==> src/rtl/bcd4_to_bin_seq_if.sv <==
// Bundle between a requester and the sequential BCD-to-binary converter.
// Handshake: requester raises start with bcd_in; it is taken on a rising edge only
// while busy=0 (busy acts as not-ready). done pulses one cycle when bin_out/err update.
interface bcd4_to_bin_seq_if #(
  parameter int DIGITS = 4,
  parameter int WIDTH  = 14
);
  logic                    start;
  logic [(DIGITS<<2)-1:0]  bcd_in;
  logic                    busy;
  logic                    done;
  logic [WIDTH-1:0]        bin_out;
  logic                    err;

  modport master (output start, bcd_in, input busy, done, bin_out, err);
  modport slave  (input start, bcd_in, output busy, done, bin_out, err);
endinterface

==> src/rtl/bcd4_to_bin_seq.sv <==
// Reverse double dabble: packed BCD in, binary out after WIDTH shift/correct steps.
// Invalid digits are rejected immediately with err and a done pulse.
module bcd4_to_bin_seq #(
  parameter int DIGITS = 4,
  parameter int WIDTH  = 14
) (
  input  logic            clk,
  input  logic            rst,
  bcd4_to_bin_seq_if.slave bus,
  output logic            dbg_state_o
);
  localparam int BW = DIGITS << 2;
  localparam int SW = BW + WIDTH;
  localparam int CW = $clog2(WIDTH + 1);

  localparam logic [0:0] IDLE  = 1'b0;
  localparam logic [0:0] SHIFT = 1'b1;

  logic [0:0]       state_q, state_d;
  logic [CW-1:0]    cnt_q, cnt_d;
  logic [SW-1:0]    sreg_q, sreg_d;
  logic [SW-1:0]    step_v;
  logic             done_q, done_d;
  logic             err_q, err_d;
  logic [WIDTH-1:0] bin_q, bin_d;
  logic             bad_digit;
  logic             last_step;

  // One step: shift right, then pull every BCD nibble that reached 8+ back by 3.
  always_comb begin
    step_v = sreg_q >> 1;
    for (int b = WIDTH; b < SW; b += 4) begin
      if (step_v[b +: 4] >= 4'd8) step_v[b +: 4] = step_v[b +: 4] - 4'd3;
    end
  end

  always_comb begin
    bad_digit = 1'b0;
    for (int b = 0; b < BW; b += 4) begin
      if (bus.bcd_in[b +: 4] > 4'd9) bad_digit = 1'b1;
    end
  end

  assign last_step = (cnt_q == CW'(WIDTH - 1));

  always_comb begin
    state_d = state_q;
    cnt_d   = cnt_q;
    sreg_d  = sreg_q;
    done_d  = 1'b0;
    err_d   = err_q;
    bin_d   = bin_q;
    case (state_q)
      IDLE: begin
        if (bus.start) begin
          if (bad_digit) begin
            err_d  = 1'b1;
            bin_d  = '0;
            done_d = 1'b1;
          end else begin
            err_d   = 1'b0;
            sreg_d  = {bus.bcd_in, {WIDTH{1'b0}}};
            cnt_d   = '0;
            state_d = SHIFT;
          end
        end
      end
      SHIFT: begin
        sreg_d = step_v;
        cnt_d  = cnt_q + CW'(1);
        if (last_step) begin
          bin_d   = step_v[WIDTH-1:0];
          done_d  = 1'b1;
          state_d = IDLE;
        end
      end
      default: state_d = IDLE;
    endcase
  end

  always_ff @(posedge clk or posedge rst) begin
    if (rst) begin
      state_q <= IDLE;
      cnt_q   <= '0;
      sreg_q  <= '0;
      done_q  <= 1'b0;
      err_q   <= 1'b0;
      bin_q   <= '0;
    end else begin
      state_q <= state_d;
      cnt_q   <= cnt_d;
      sreg_q  <= sreg_d;
      done_q  <= done_d;
      err_q   <= err_d;
      bin_q   <= bin_d;
    end
  end

  // A correct conversion drains the whole BCD field by the final step.
  always_ff @(posedge clk) begin
    if (!rst && state_q == SHIFT && last_step) begin
      assert (step_v[SW-1:WIDTH] == '0);
    end
  end

  assign bus.busy    = (state_q == SHIFT);
  assign bus.done    = done_q;
  assign bus.bin_out = bin_q;
  assign bus.err     = err_q;
  assign dbg_state_o = state_q[0];
endmodule

==> src/flat_wrapper.sv <==
// flat-port wrapper written by rule: the top's interface ports become plain ports
module bcd4_to_bin_seq_flat 
#(
  parameter int DIGITS = 4,
  parameter int WIDTH  = 14
)
  (clk, rst, dbg_state_o, bus_start, bus_bcd_in, bus_busy, bus_done, bus_bin_out, bus_err);
  bcd4_to_bin_seq_if #(.DIGITS(DIGITS), .WIDTH(WIDTH)) bus_i ();
  input  logic clk;
  input  logic rst;
  output logic dbg_state_o;
  input wire logic [$bits(bus_i.start)-1:0] bus_start;
  input wire logic [$bits(bus_i.bcd_in)-1:0] bus_bcd_in;
  output wire logic [$bits(bus_i.busy)-1:0] bus_busy;
  output wire logic [$bits(bus_i.done)-1:0] bus_done;
  output wire logic [$bits(bus_i.bin_out)-1:0] bus_bin_out;
  output wire logic [$bits(bus_i.err)-1:0] bus_err;
  assign bus_i.start = bus_start;
  assign bus_i.bcd_in = bus_bcd_in;
  assign bus_busy = bus_i.busy;
  assign bus_done = bus_i.done;
  assign bus_bin_out = bus_i.bin_out;
  assign bus_err = bus_i.err;
  bcd4_to_bin_seq #(.DIGITS(DIGITS), .WIDTH(WIDTH)) u_core (.clk(clk), .rst(rst), .bus(bus_i), .dbg_state_o(dbg_state_o));
endmodule
==> config.mk <==
export PLATFORM = sky130hd
export DESIGN_NAME = bcd4_to_bin_seq_flat
export DESIGN_NICKNAME = d
export VERILOG_FILES = /design/src/rtl/bcd4_to_bin_seq_if.sv /design/src/rtl/bcd4_to_bin_seq.sv /design/src/flat_wrapper.sv
export SDC_FILE = /design/constraint.sdc
export NUM_CORES = 1
export LEC_CHECK = 0
export CORE_MARGIN = 2
export CORE_UTILIZATION = 50
export DETAILED_ROUTE_END_ITERATION = 10
export GPL_TIMING_DRIVEN = 0
export PLACE_DENSITY_LB_ADDON = 0.2
export SLEW_MARGIN = 20
export SYNTH_ARGS = -nofsm -noshare
export SYNTH_HDL_FRONTEND = slang
export SYNTH_SLANG_ARGS = --single-unit
==> constraint.sdc <==
create_clock -name clk -period 3.64 [get_ports clk]
set_input_delay 0.546 -clock clk [delete_from_list [all_inputs] [get_ports clk]]
set_output_delay 0.546 -clock clk [all_outputs]
set_load 0.1 [all_outputs]
==> results.sh, run 1 <==
export IMPL_status="finished clean"
export IMPL_finClkSkew_ns=0.005050
export IMPL_r2r_end="u_core.bus.bin_out[2]"
export IMPL_synth_mux_area_fraction_pct=1.808
export IMPL_yosysSeqAreaShare_pct=54.79
export IMPL_maxSlewHeadroom_pct=35.10
export IMPL_grt_max_degree=27
export IMPL_clkSinkCount=50
export IMPL_hp_class="flip-flop to flip-flop"
export IMPL_rsz0062_at_grt="no"
export IMPL_synth_fp_nets=215
export IMPL_startpoint="u_core.bus.busy"
export IMPL_yosysTopAreaCellShare_pct=54.79
export IMPL_dp_hpwl_um=3555
export IMPL_initial_core_util_pct=52.08
export IMPL_holdCritStartpoint="u_core.bus.bin_out[4]"
export IMPL_critPathLaunchType="flip-flop"
export IMPL_netlist_area_sq_um=2283
export IMPL_crit_slowest_cell="clkdlybuf4s50_1"
export IMPL_clk_latency_ns=0.30
export IMPL_htreeDepth=2
export IMPL_drtAntennaViolNets=0
export IMPL_hold_buffers=0
export IMPL_path_clk_slew_ns=0.09
export IMPL_cp_cell_sequence="buf_4, clkdlybuf4s50_1"
export IMPL_postCtsSetupBuffers=0
export IMPL_routed_wl_um=4872
export IMPL_cts_buffer_depth=2
export IMPL_synth_compound_area_share_pct=21.48
export IMPL_drc=0
export IMPL_setup_tns_ns=0
export IMPL_drt_iter0_markers=117
export IMPL_worstHoldPathCells=1
export IMPL_slew_viol_final=0
export IMPL_io_pins=37
export IMPL_end_kind="primary output"
export IMPL_tritoncts="done"
export IMPL_max_freq_ghz=0.3966
export IMPL_critPathMaxStageDelay_ns=1.12
export IMPL_dieArea_sq_um=5124
export IMPL_r2r_start="u_core.cnt_q[1]"
export IMPL_r2r_cells=6
export IMPL_finalHoldViolations=0
export IMPL_synth_xor_area_share_pct=3.068
export IMPL_drt_wirelength_per_cell_um=17.09
export IMPL_drive_above_1_share_pct=11.59
export IMPL_min_to="u_core.bus.bin_out[4]"
export IMPL_dr_pass1_iters=6
export IMPL_synthAdderAreaFrac_pct=4.384
export IMPL_synth_top_family_by_area="compound AO/OA/AOI/OAI gates"
export IMPL_arrival_ns=1.98
export IMPL_required_ns=3.09
export IMPL_vias=1662
export IMPL_port_buffers=36
export IMPL_root_buffer="clkbuf_8"
export IMPL_p_leak_nw=1.308
export IMPL_power_density_nw_per_um2=934.7
export IMPL_syn_inst=188
export IMPL_synthTopCellsByArea="dfrtp_1, a22o_1, ha_1"
export IMPL_core_sq_um=4384
export IMPL_area_growth_pct=24.00
export IMPL_crit_type="flip-flop to primary output"
export IMPL_numCtsBuffers=5
export IMPL_die_h_um=71.58
export IMPL_layout_worst_path_cycle_share_pct=69.26
export IMPL_ys_top_cells_by_count="dfrtp_1, a22o_1, inv_1"
export IMPL_overflow=0
export IMPL_grtUsageTotal_pct=20.87
export IMPL_synth_area_leader_cell="dfrtp_1"
export IMPL_synth_ff_type="dfrtp_1"
export IMPL_first_global_vias=1753
export IMPL_critPathTopFamily="buffers and inverters"
export IMPL_drv_cap=0
export IMPL_setup_viol=0
export IMPL_synth_async_sr_flop_share_pct=100.0
export IMPL_worst_slew_pin_slew_ns=0.9705
export IMPL_critPathMaxFanout=5
export IMPL_syn_avg_cell_area_sq_um=12.15
export IMPL_utilization_pct=64.58
export IMPL_synth_edf_count=0
export IMPL_die_x_um=71.58
export IMPL_path_buf_inv=2
export IMPL_gp_congestion=0.7681
export IMPL_rows=24
export IMPL_diodes=0
export IMPL_synth_simple_gate_area_share_pct=8.164
export IMPL_synth_most_common_cell="dfrtp_1"
export IMPL_finalNetCount=259
export IMPL_peakVddDrop_v=0.0003621
export IMPL_fin_crit_ns=2.521
export IMPL_yosys_warnings=0
export IMPL_antenna_found_initial=0
export IMPL_viasPerCell=5.832
export IMPL_ys_ff_latch=50
export IMPL_grt_pass1_wl_um=8293
export IMPL_synth_distinct_cells=29
export IMPL_rrSetupSlack_ns=1.84
export IMPL_postCtsResizedCells=0
==> per-stage QoR <==
stage | cells | worst slack, ns | power [mW] | area (sq um) | hold WS (ns)
6_report | 285 | 1.119 | 2.647 | 2831 | 0.5063
3_3_place_gp | 276 | 1.045 | 2.242 | 2709 | 0.4815
3_5_place_dp | 277 | 1.379 | 2.318 | 2736 | 0.4802
4_1_cts | 285 | 1.104 | 2.658 | 2831 | 0.5092
2_1_floorplan | 188 | 1.647 | 1.967 | 2283 | 0.4664
5_1_grt | 285 | 1.063 | 2.802 | 2831 | 0.5275
==> cells in the final DEF (no fill, tap or decap) <==
master           instances
a21oi_1                  3
a21oi_2                  2
a221o_1                  9
a222oi_1                 3
a22o_1                  29
a31oi_1                  3
and2_1                   6
and4_1                   1
and4_4                   1
buf_1                    1
buf_16                   1
buf_2                    1
buf_4                    3
buf_6                    3
clkbuf_1                 4
clkbuf_8                 6
clkdlybuf4s50_1         36
clkinv_2                 1
clkinvlp_4               1
dfrtp_1                 50
ha_1                     8
inv_1                   16
inv_2                    1
mux2_2                   1
mux2i_1                  3
nand2_1                  4
nand4_1                  1
nand4_2                  1
nor2_1                   6
nor2b_1                  9
nor3_4                   1
o21ai_0                  6
o21ai_2                  4
xnor2_1                  3
xor2_1                   5
==> worst max path at each step <==
stage	cells after the start	to	slack [ns]
2_1_floorplan	4	u_core.bus.bin_out[0]	1.65
3_3_place_gp	2	u_core.sreg_q[25]	1.05
3_5_place_dp	6	u_core.sreg_q[17]	1.38
4_1_cts	2	dbg_state_o	1.10
5_1_grt	2	dbg_state_o	1.06
6_report	2	dbg_state_o	1.12
==> routing by layer <==
metal  GRT usage [%]  up-vias  wire [um]
li1                -      764          -
met1           25.65      845       2094
met2           37.04       46       2517
met3           3.094        7        187
met4           7.966        0         74
met5               0        -          0
==> state kept, by name (all words and copies together), names as in the netlist <==
name / cells
u_core.sreg_q: 29
u_core.bus.bin_out: 14
u_core.cnt_q: 4
u_core.bus.busy: 1
u_core.bus.done: 1
u_core.bus.err: 1
==> power by group <==
part / internal, mW / switching [mW] / leakage [nW] / total, mW
sequential: 0.770 / 0.186 / 0.645 / 0.956
combinational: 0.520 / 0.835 / 0.615 / 1.35
clock: 0.153 / 0.183 / 0.0472 / 0.336
total: 1.44 / 1.20 / 1.31 / 2.65
==> area by class of cell <==
class                   instances  area (sq um)
repair buffers                 37         387.9
inverters                      17         63.81
flip-flops and latches         50          1251
multi-input cells             109         888.4
clock buffers                   6         82.58
clock inverters                 2         12.51
plain buffers                  12         80.08
fillers                       328          1553
well taps                      52         65.06
==> logic make-up after synthesis <==
group,count (synthesis)
adders and majority gates,8
xor gates and xnor gates,8
buffers and inverters,29
muxes,4
DFF,50
AOI/OAI and AO/OA,59
and+or+nand+nor,30
No activity file was read; power rests on OpenSTA's default activity.
==> run 2: changes to the inputs <==
Settings changed: CORE_UTILIZATION 50 to 48.
Clock period 3.64 ns to 2.1 ns, I/O delays scaled along.
==> run 2 against run 1 <==
Against the previous run:
- critical path depth fell by 1
- sequential power rose by 72%
- global-route usage fell by 1.6 points
- wire length down 8.1%
- setup slack got worse by 1.1 ns
- clock-buffer cell count shrank 1
- sequential share of layout area is 0.43 points higher
- critical path type unchanged
- critical endpoint is now bus_done
- largest cell class unchanged
==> results.sh, run 2 (same netlist as run 1, synthesis figures left out) <==
export IMPL_status="finished clean"
export IMPL_maxSlewHeadroom_pct=35.92
export IMPL_finalHoldViolations=0
export IMPL_arrival_ns=1.75
export IMPL_grtUsageTotal_pct=19.28
export IMPL_drt_iter0_markers=105
export IMPL_path_buf_inv=1
export IMPL_final_common_cell="dfrtp_1"
export IMPL_cp_cell_sequence="clkdlybuf4s50_1"
export IMPL_required_ns=1.78
export IMPL_tritoncts="done"
export IMPL_largest_reg_flops=29
export IMPL_crit_slowest_cell="clkdlybuf4s50_1"
export IMPL_root_buffer="clkbuf_8"
export IMPL_crit_type="flip-flop to primary output"
export IMPL_layout_worst_path_cycle_share_pct=98.14
export IMPL_pwr_share_clk_pct=12.9
export IMPL_htreeDepth=2
export IMPL_sw_frac_of_total_pct=45.84
export IMPL_drv_cap=0
export IMPL_diodes=0
export IMPL_p_comb_share_pct=50.1
export IMPL_fin_crit_ns=2.061
export IMPL_n_fill_cell=409
export IMPL_first_global_vias=1611
export IMPL_gp_congestion=0.7903
export IMPL_viasPerCell=5.512
export IMPL_final_cell_mix="dfrtp_1, a22o_1, clkdlybuf4s50_1"
export IMPL_rsz0062_at_grt="no"
export IMPL_core_sq_um=4661
export IMPL_max_freq_ghz=0.4852
export IMPL_grt_pass1_wl_um=7810
export IMPL_clk_latency_ns=0.30
export IMPL_rows=25
export IMPL_setup_tns_ns=0
export IMPL_dieArea_sq_um=5325
export IMPL_dr_pass1_iters=4
export IMPL_die_x_um=72.97
export IMPL_slew_viol_final=0
export IMPL_setup_viol=0
export IMPL_routed_wl_um=4475
export IMPL_end_kind="primary output"
export IMPL_drive_above_1_share_pct=11.59
export IMPL_p_int_mw=2.403
export IMPL_peakVddDrop_v=0.0005895
export IMPL_dp_hpwl_um=3263
export IMPL_port_buffers=36
export IMPL_drtAntennaViolNets=0
export IMPL_antenna_found_initial=0
export IMPL_initial_core_util_pct=48.99
export IMPL_postCtsSetupBuffers=0
export IMPL_finalPower_mw=4.438
export IMPL_clkSinkCount=50
export IMPL_utilization_pct=60.16
export IMPL_grt_max_degree=33
export IMPL_cts_buffer_depth=2
export IMPL_worst_slew_pin_slew_ns=0.9582
export IMPL_critPathMaxStageDelay_ns=1.12
export IMPL_drt_wirelength_per_cell_um=15.59
export IMPL_critPathTopFamily="buffers and inverters"
export IMPL_hold_buffers=0
export IMPL_design_area_sq_um=2804
export IMPL_numCtsBuffers=5
export IMPL_critPathMaxFanout=1
export IMPL_critPathLaunchType="flip-flop"
export IMPL_path_clk_slew_ns=0.09
export IMPL_p_leak_nw=1.367
export IMPL_pwr_share_seq_pct=36.9
export IMPL_area_growth_pct=22.79
export IMPL_p_switching_mw=2.034
export IMPL_power_density_nw_per_um2=1583
export IMPL_finalNetCount=259
export IMPL_die_h_um=72.97
export IMPL_placed_area_sq_um=2731
export IMPL_vias=1582
export IMPL_io_pins=37
export IMPL_overflow=0
export IMPL_largest_register="u_core.sreg_q"
export IMPL_drc=0
export IMPL_finClkSkew_ns=0.006768
export IMPL_hp_class="input port to asynchronous set/reset pin"
run 2: stage by stage:
step | instances | hold slack (ns) | worst slack [ns]
after floorplan | 188 | 0.4475 | 0.1073
after global placement | 278 | 0.4829 | -0.4011
after detailed placement | 279 | 0.4816 | 0.03339
after CTS | 287 | 0.3266 | 0.02610
after global routing | 287 | 0.3479 | 0.008816
final | 287 | 0.3151 | 0.03901
run 2: final timing paths:
kind,from,end,slack (ns),cells after the start
worst max-delay path,u_core.bus.done,bus_done,0.04,1
worst min-delay path,rst,u_core.bus.bin_out[1],0.32,2
worst min register to register,u_core.bus.bin_out[13],u_core.bus.bin_out[13],0.50,1
min in group clk,u_core.bus.bin_out[13],u_core.bus.bin_out[13],0.50,1
max in group asynchronous,rst,u_core.sreg_q[2],1.27,3
worst max register to register,u_core.cnt_q[1],u_core.bus.bin_out[1],0.31,6
run 2: cell type report:
cell class	instances	area (sq um)	share of cell area, %
Clock inverter	3	25.02	0.8925
Multi-Input combinational cell	109	888.4	31.68
Buffer	12	80.08	2.856
Clock buffer	5	68.82	2.454
Tap cell	54	67.56	2.410
Inverter	17	63.81	2.276
Sequential cell	50	1251	44.62
Timing Repair Buffer	37	359.1	12.81
run 2: what timing repair did:
item	CTS	global route
resized for setup	17	0
endpoints found under the hold margin	0	0
setup endpoints to repair	17	0
run 2: power groups by stage:
stage	Sequential (mW)	Combinational [mW]	Clock, mW
floorplan	2.20	1.21	0
global placement	1.65	2.26	0
detailed placement	1.66	2.30	0
CTS	1.64	2.25	0.591
global route	1.69	2.42	0.630
finish	1.64	2.22	0.574
run 2: routing by layer:
| metal | up-vias | track usage, % | part of all wire [%] |
|---|---|---|---|
| met5 | - | 0 | 0 |
| met4 | 0 | 7.407 | 1.9 |
| met3 | 9 | 4.696 | 4.3 |
| met2 | 39 | 29.90 | 46 |
| met1 | 767 | 26.30 | 48 |
| li1 | 767 | - | - |
==> run 3: changes to the inputs <==
Settings changed: ABC_AREA set to 1, CORE_UTILIZATION 48 to 49.
==> run 3 against run 2 <==
Against the previous run:
- cell area is 14% higher
- setup slack better by 0.067 ns
- sequential power is 4% higher
- critical path type unchanged
- power rose by 16%
- core utilization rose by 1.5 points
- clock skew is 0.00083 ns higher
- die area is 13% higher
- largest power group unchanged
- flip-flop and latch count stayed put
- critical path depth grew 1
==> results.sh, run 3 <==
export IMPL_status="finished clean"
export IMPL_finClkSkew_ns=0.007601
export IMPL_critPathLaunchType="flip-flop"
export IMPL_cts_buffer_depth=2
export IMPL_multiInputGateArea_sq_um=1180
export IMPL_root_buffer="clkbuf_8"
export IMPL_yosys_warnings=0
export IMPL_syn_inst=323
export IMPL_finalHoldViolations=0
export IMPL_numCtsBuffers=5
export IMPL_grt_pass1_wl_um=10120
export IMPL_fin_ws_ns=0.1057
export IMPL_gp_congestion=0.9312
export IMPL_first_global_vias=2187
export IMPL_required_ns=1.78
export IMPL_final_cell_mix="nand2_1, nand3_1, dfrtp_1"
export IMPL_htreeDepth=2
export IMPL_routed_wl_um=5737
export IMPL_peakVddDrop_v=0.0008277
export IMPL_r2r_end="u_core.bus.bin_out[12]"
export IMPL_vias=2240
export IMPL_core_sq_um=5172
export IMPL_placed_cells=430
export IMPL_dieArea_sq_um=6012
export IMPL_ys_top_cells_by_count="nand2_1, nand3_1, dfrtp_1"
export IMPL_grt_max_degree=35
export IMPL_rows=26
export IMPL_clk_latency_ns=0.31
export IMPL_final_common_cell="nand2_1"
export IMPL_drive_above_1_share_pct=12.23
export IMPL_power_density_nw_per_um2=1619
export IMPL_rrSetupSlack_ns=0.66
export IMPL_utilization_pct=61.68
export IMPL_netlist_area_sq_um=2650
export IMPL_initial_core_util_pct=51.23
export IMPL_setup_viol=0
export IMPL_drtAntennaViolNets=0
export IMPL_worst_slew_pin_slew_ns=0.9764
export IMPL_synth_distinct_cells=24
export IMPL_drc=0
export IMPL_dr_pass1_iters=4
export IMPL_r2r_start="u_core.cnt_q[1]"
export IMPL_io_pins=37
export IMPL_dp_hpwl_um=4172
export IMPL_synth_async_sr_flop_share_pct=100.0
export IMPL_synth_edf_count=0
export IMPL_area_growth_pct=20.40
export IMPL_synth_fp_nets=350
export IMPL_p_leak_nw=1.737
export IMPL_layout_worst_path_cycle_share_pct=94.97
export IMPL_synth_ff_type="dfrtp_1"
export IMPL_synth_area_leader_cell="dfrtp_1"
export IMPL_slew_viol_final=0
export IMPL_finalNetCount=394
export IMPL_hold_slack_ns=0.2963
export IMPL_place_ws_ns=0.1566
export IMPL_largest_register="u_core.sreg_q"
export IMPL_max_freq_ghz=0.5014
export IMPL_drt_iter0_markers=188
export IMPL_drv_cap=0
export IMPL_setup_tns_ns=0
export IMPL_end_kind="primary output"
export IMPL_die_h_um=77.54
export IMPL_antenna_found_initial=0
export IMPL_yosysSeqAreaShare_pct=47.21
export IMPL_viasPerCell=5.114
export IMPL_grtUsageTotal_pct=20.98
export IMPL_fin_crit_ns=1.994
export IMPL_path_clk_slew_ns=0.09
export IMPL_rsz0062_at_grt="no"
export IMPL_arrival_ns=1.68
export IMPL_yosysTopAreaCellShare_pct=47.21
export IMPL_clkSinkCount=50
export IMPL_r2r_cells=8
export IMPL_finalNonFillerCells=438
export IMPL_diodes=0
export IMPL_ff_latch_area_sq_um=1251
export IMPL_n_fill_cell=480
export IMPL_maxSlewHeadroom_pct=34.80
export IMPL_drt_wirelength_per_cell_um=13.10
export IMPL_hp_class="input port to asynchronous set/reset pin"
export IMPL_overflow=0
export IMPL_synth_most_common_cell="nand2_1"
export IMPL_synthTopCellsByArea="dfrtp_1, nand2_1, nand3_1"
export IMPL_tritoncts="done"
export IMPL_ys_ff_latch=50
export IMPL_largest_reg_flops=29
export IMPL_hold_buffers=0
export IMPL_syn_avg_cell_area_sq_um=8.204
export IMPL_crit_type="flip-flop to primary output"
export IMPL_critPathMaxFanout=5
export IMPL_port_buffers=36
export IMPL_die_x_um=77.54
[run 3: per-layer routing]
metal | up-vias | global-route usage [%] | share of wire [%]
met4 | 0 | 5.536 | 0.91
met3 | 4 | 4.884 | 5.0
li1 | 1135 | - | -
met1 | 1054 | 28.75 | 46
met2 | 47 | 33.65 | 48
met5 | - | 0 | 0
[run 3: cell families (layout without fill, tap and decap cells)]
family | Yosys count | in the layout | share of synthesized area, %
AOI/OAI and AO/OA | 22 | 22 | 4.721
DFF | 50 | 50 | 47.21
adders and majority gates | 8 | 8 | 3.777
buffers and inverters | 40 | 85 | 8.262
xor gates and xnor gates | 2 | 2 | 0.6611
and+or+nand+nor | 201 | 201 | 35.36
[run 3: worst max-delay path by stage]
| stage | startpoint | endpoint | slack [ns] | depth (start not counted) |
|---|---|---|---|---|
| after floorplan | u_core.bus.busy | u_core.sreg_q[18] | 0.26 | 7 |
| after global placement | rst | u_core.bus.bin_out[12] | -0.41 | 2 |
| after detailed placement | u_core.bus.busy | dbg_state_o | 0.16 | 2 |
| after CTS | u_core.bus.done | bus_done | 0.03 | 1 |
| after global routing | u_core.bus.busy | dbg_state_o | 0.03 | 2 |
| final | u_core.bus.busy | dbg_state_o | 0.11 | 2 |
[run 3: metrics by stage]
stage / cell area (sq um) / total power [mW]
floorplan: 2650 / 3.986
global placement: 3098 / 4.634
detailed placement: 3118 / 4.718
CTS: 3188 / 5.188
global route: 3191 / 5.541
finish: 3191 / 5.167
[run 3: critical path, stage by stage (launching register included)]
cell	delay [ns]
dfrtp_1	0.41
buf_4	0.12
dlygate4sd2_1	0.83
[run 3: timing repair]
| action | in CTS | in global routing |
|---|---|---|
| resized for setup | 17 | 1 |
| setup endpoints to repair | 17 | 1 |
| setup buffers | 0 | 0 |
[run 3: where the power goes]
| part | total (mW) | internal (mW) | switching (mW) |
|---|---|---|---|
| Combinational | 2.88 | 0.769 | 2.11 |
| Sequential | 1.70 | 1.37 | 0.333 |
| Clock | 0.582 | 0.266 | 0.316 |
| Total | 5.17 | 2.41 | 2.76 |
[run 3: layout make-up]
class / count / area share (%)
buffer: 19 / 4.392
clock buffer: 7 / 2.706
clock inverter: 1 / 0.1569
inverter: 21 / 2.471
multi-input combinational: 233 / 36.98
sequential: 50 / 39.22
tap: 70 / 2.745
timing repair buffer: 37 / 11.33
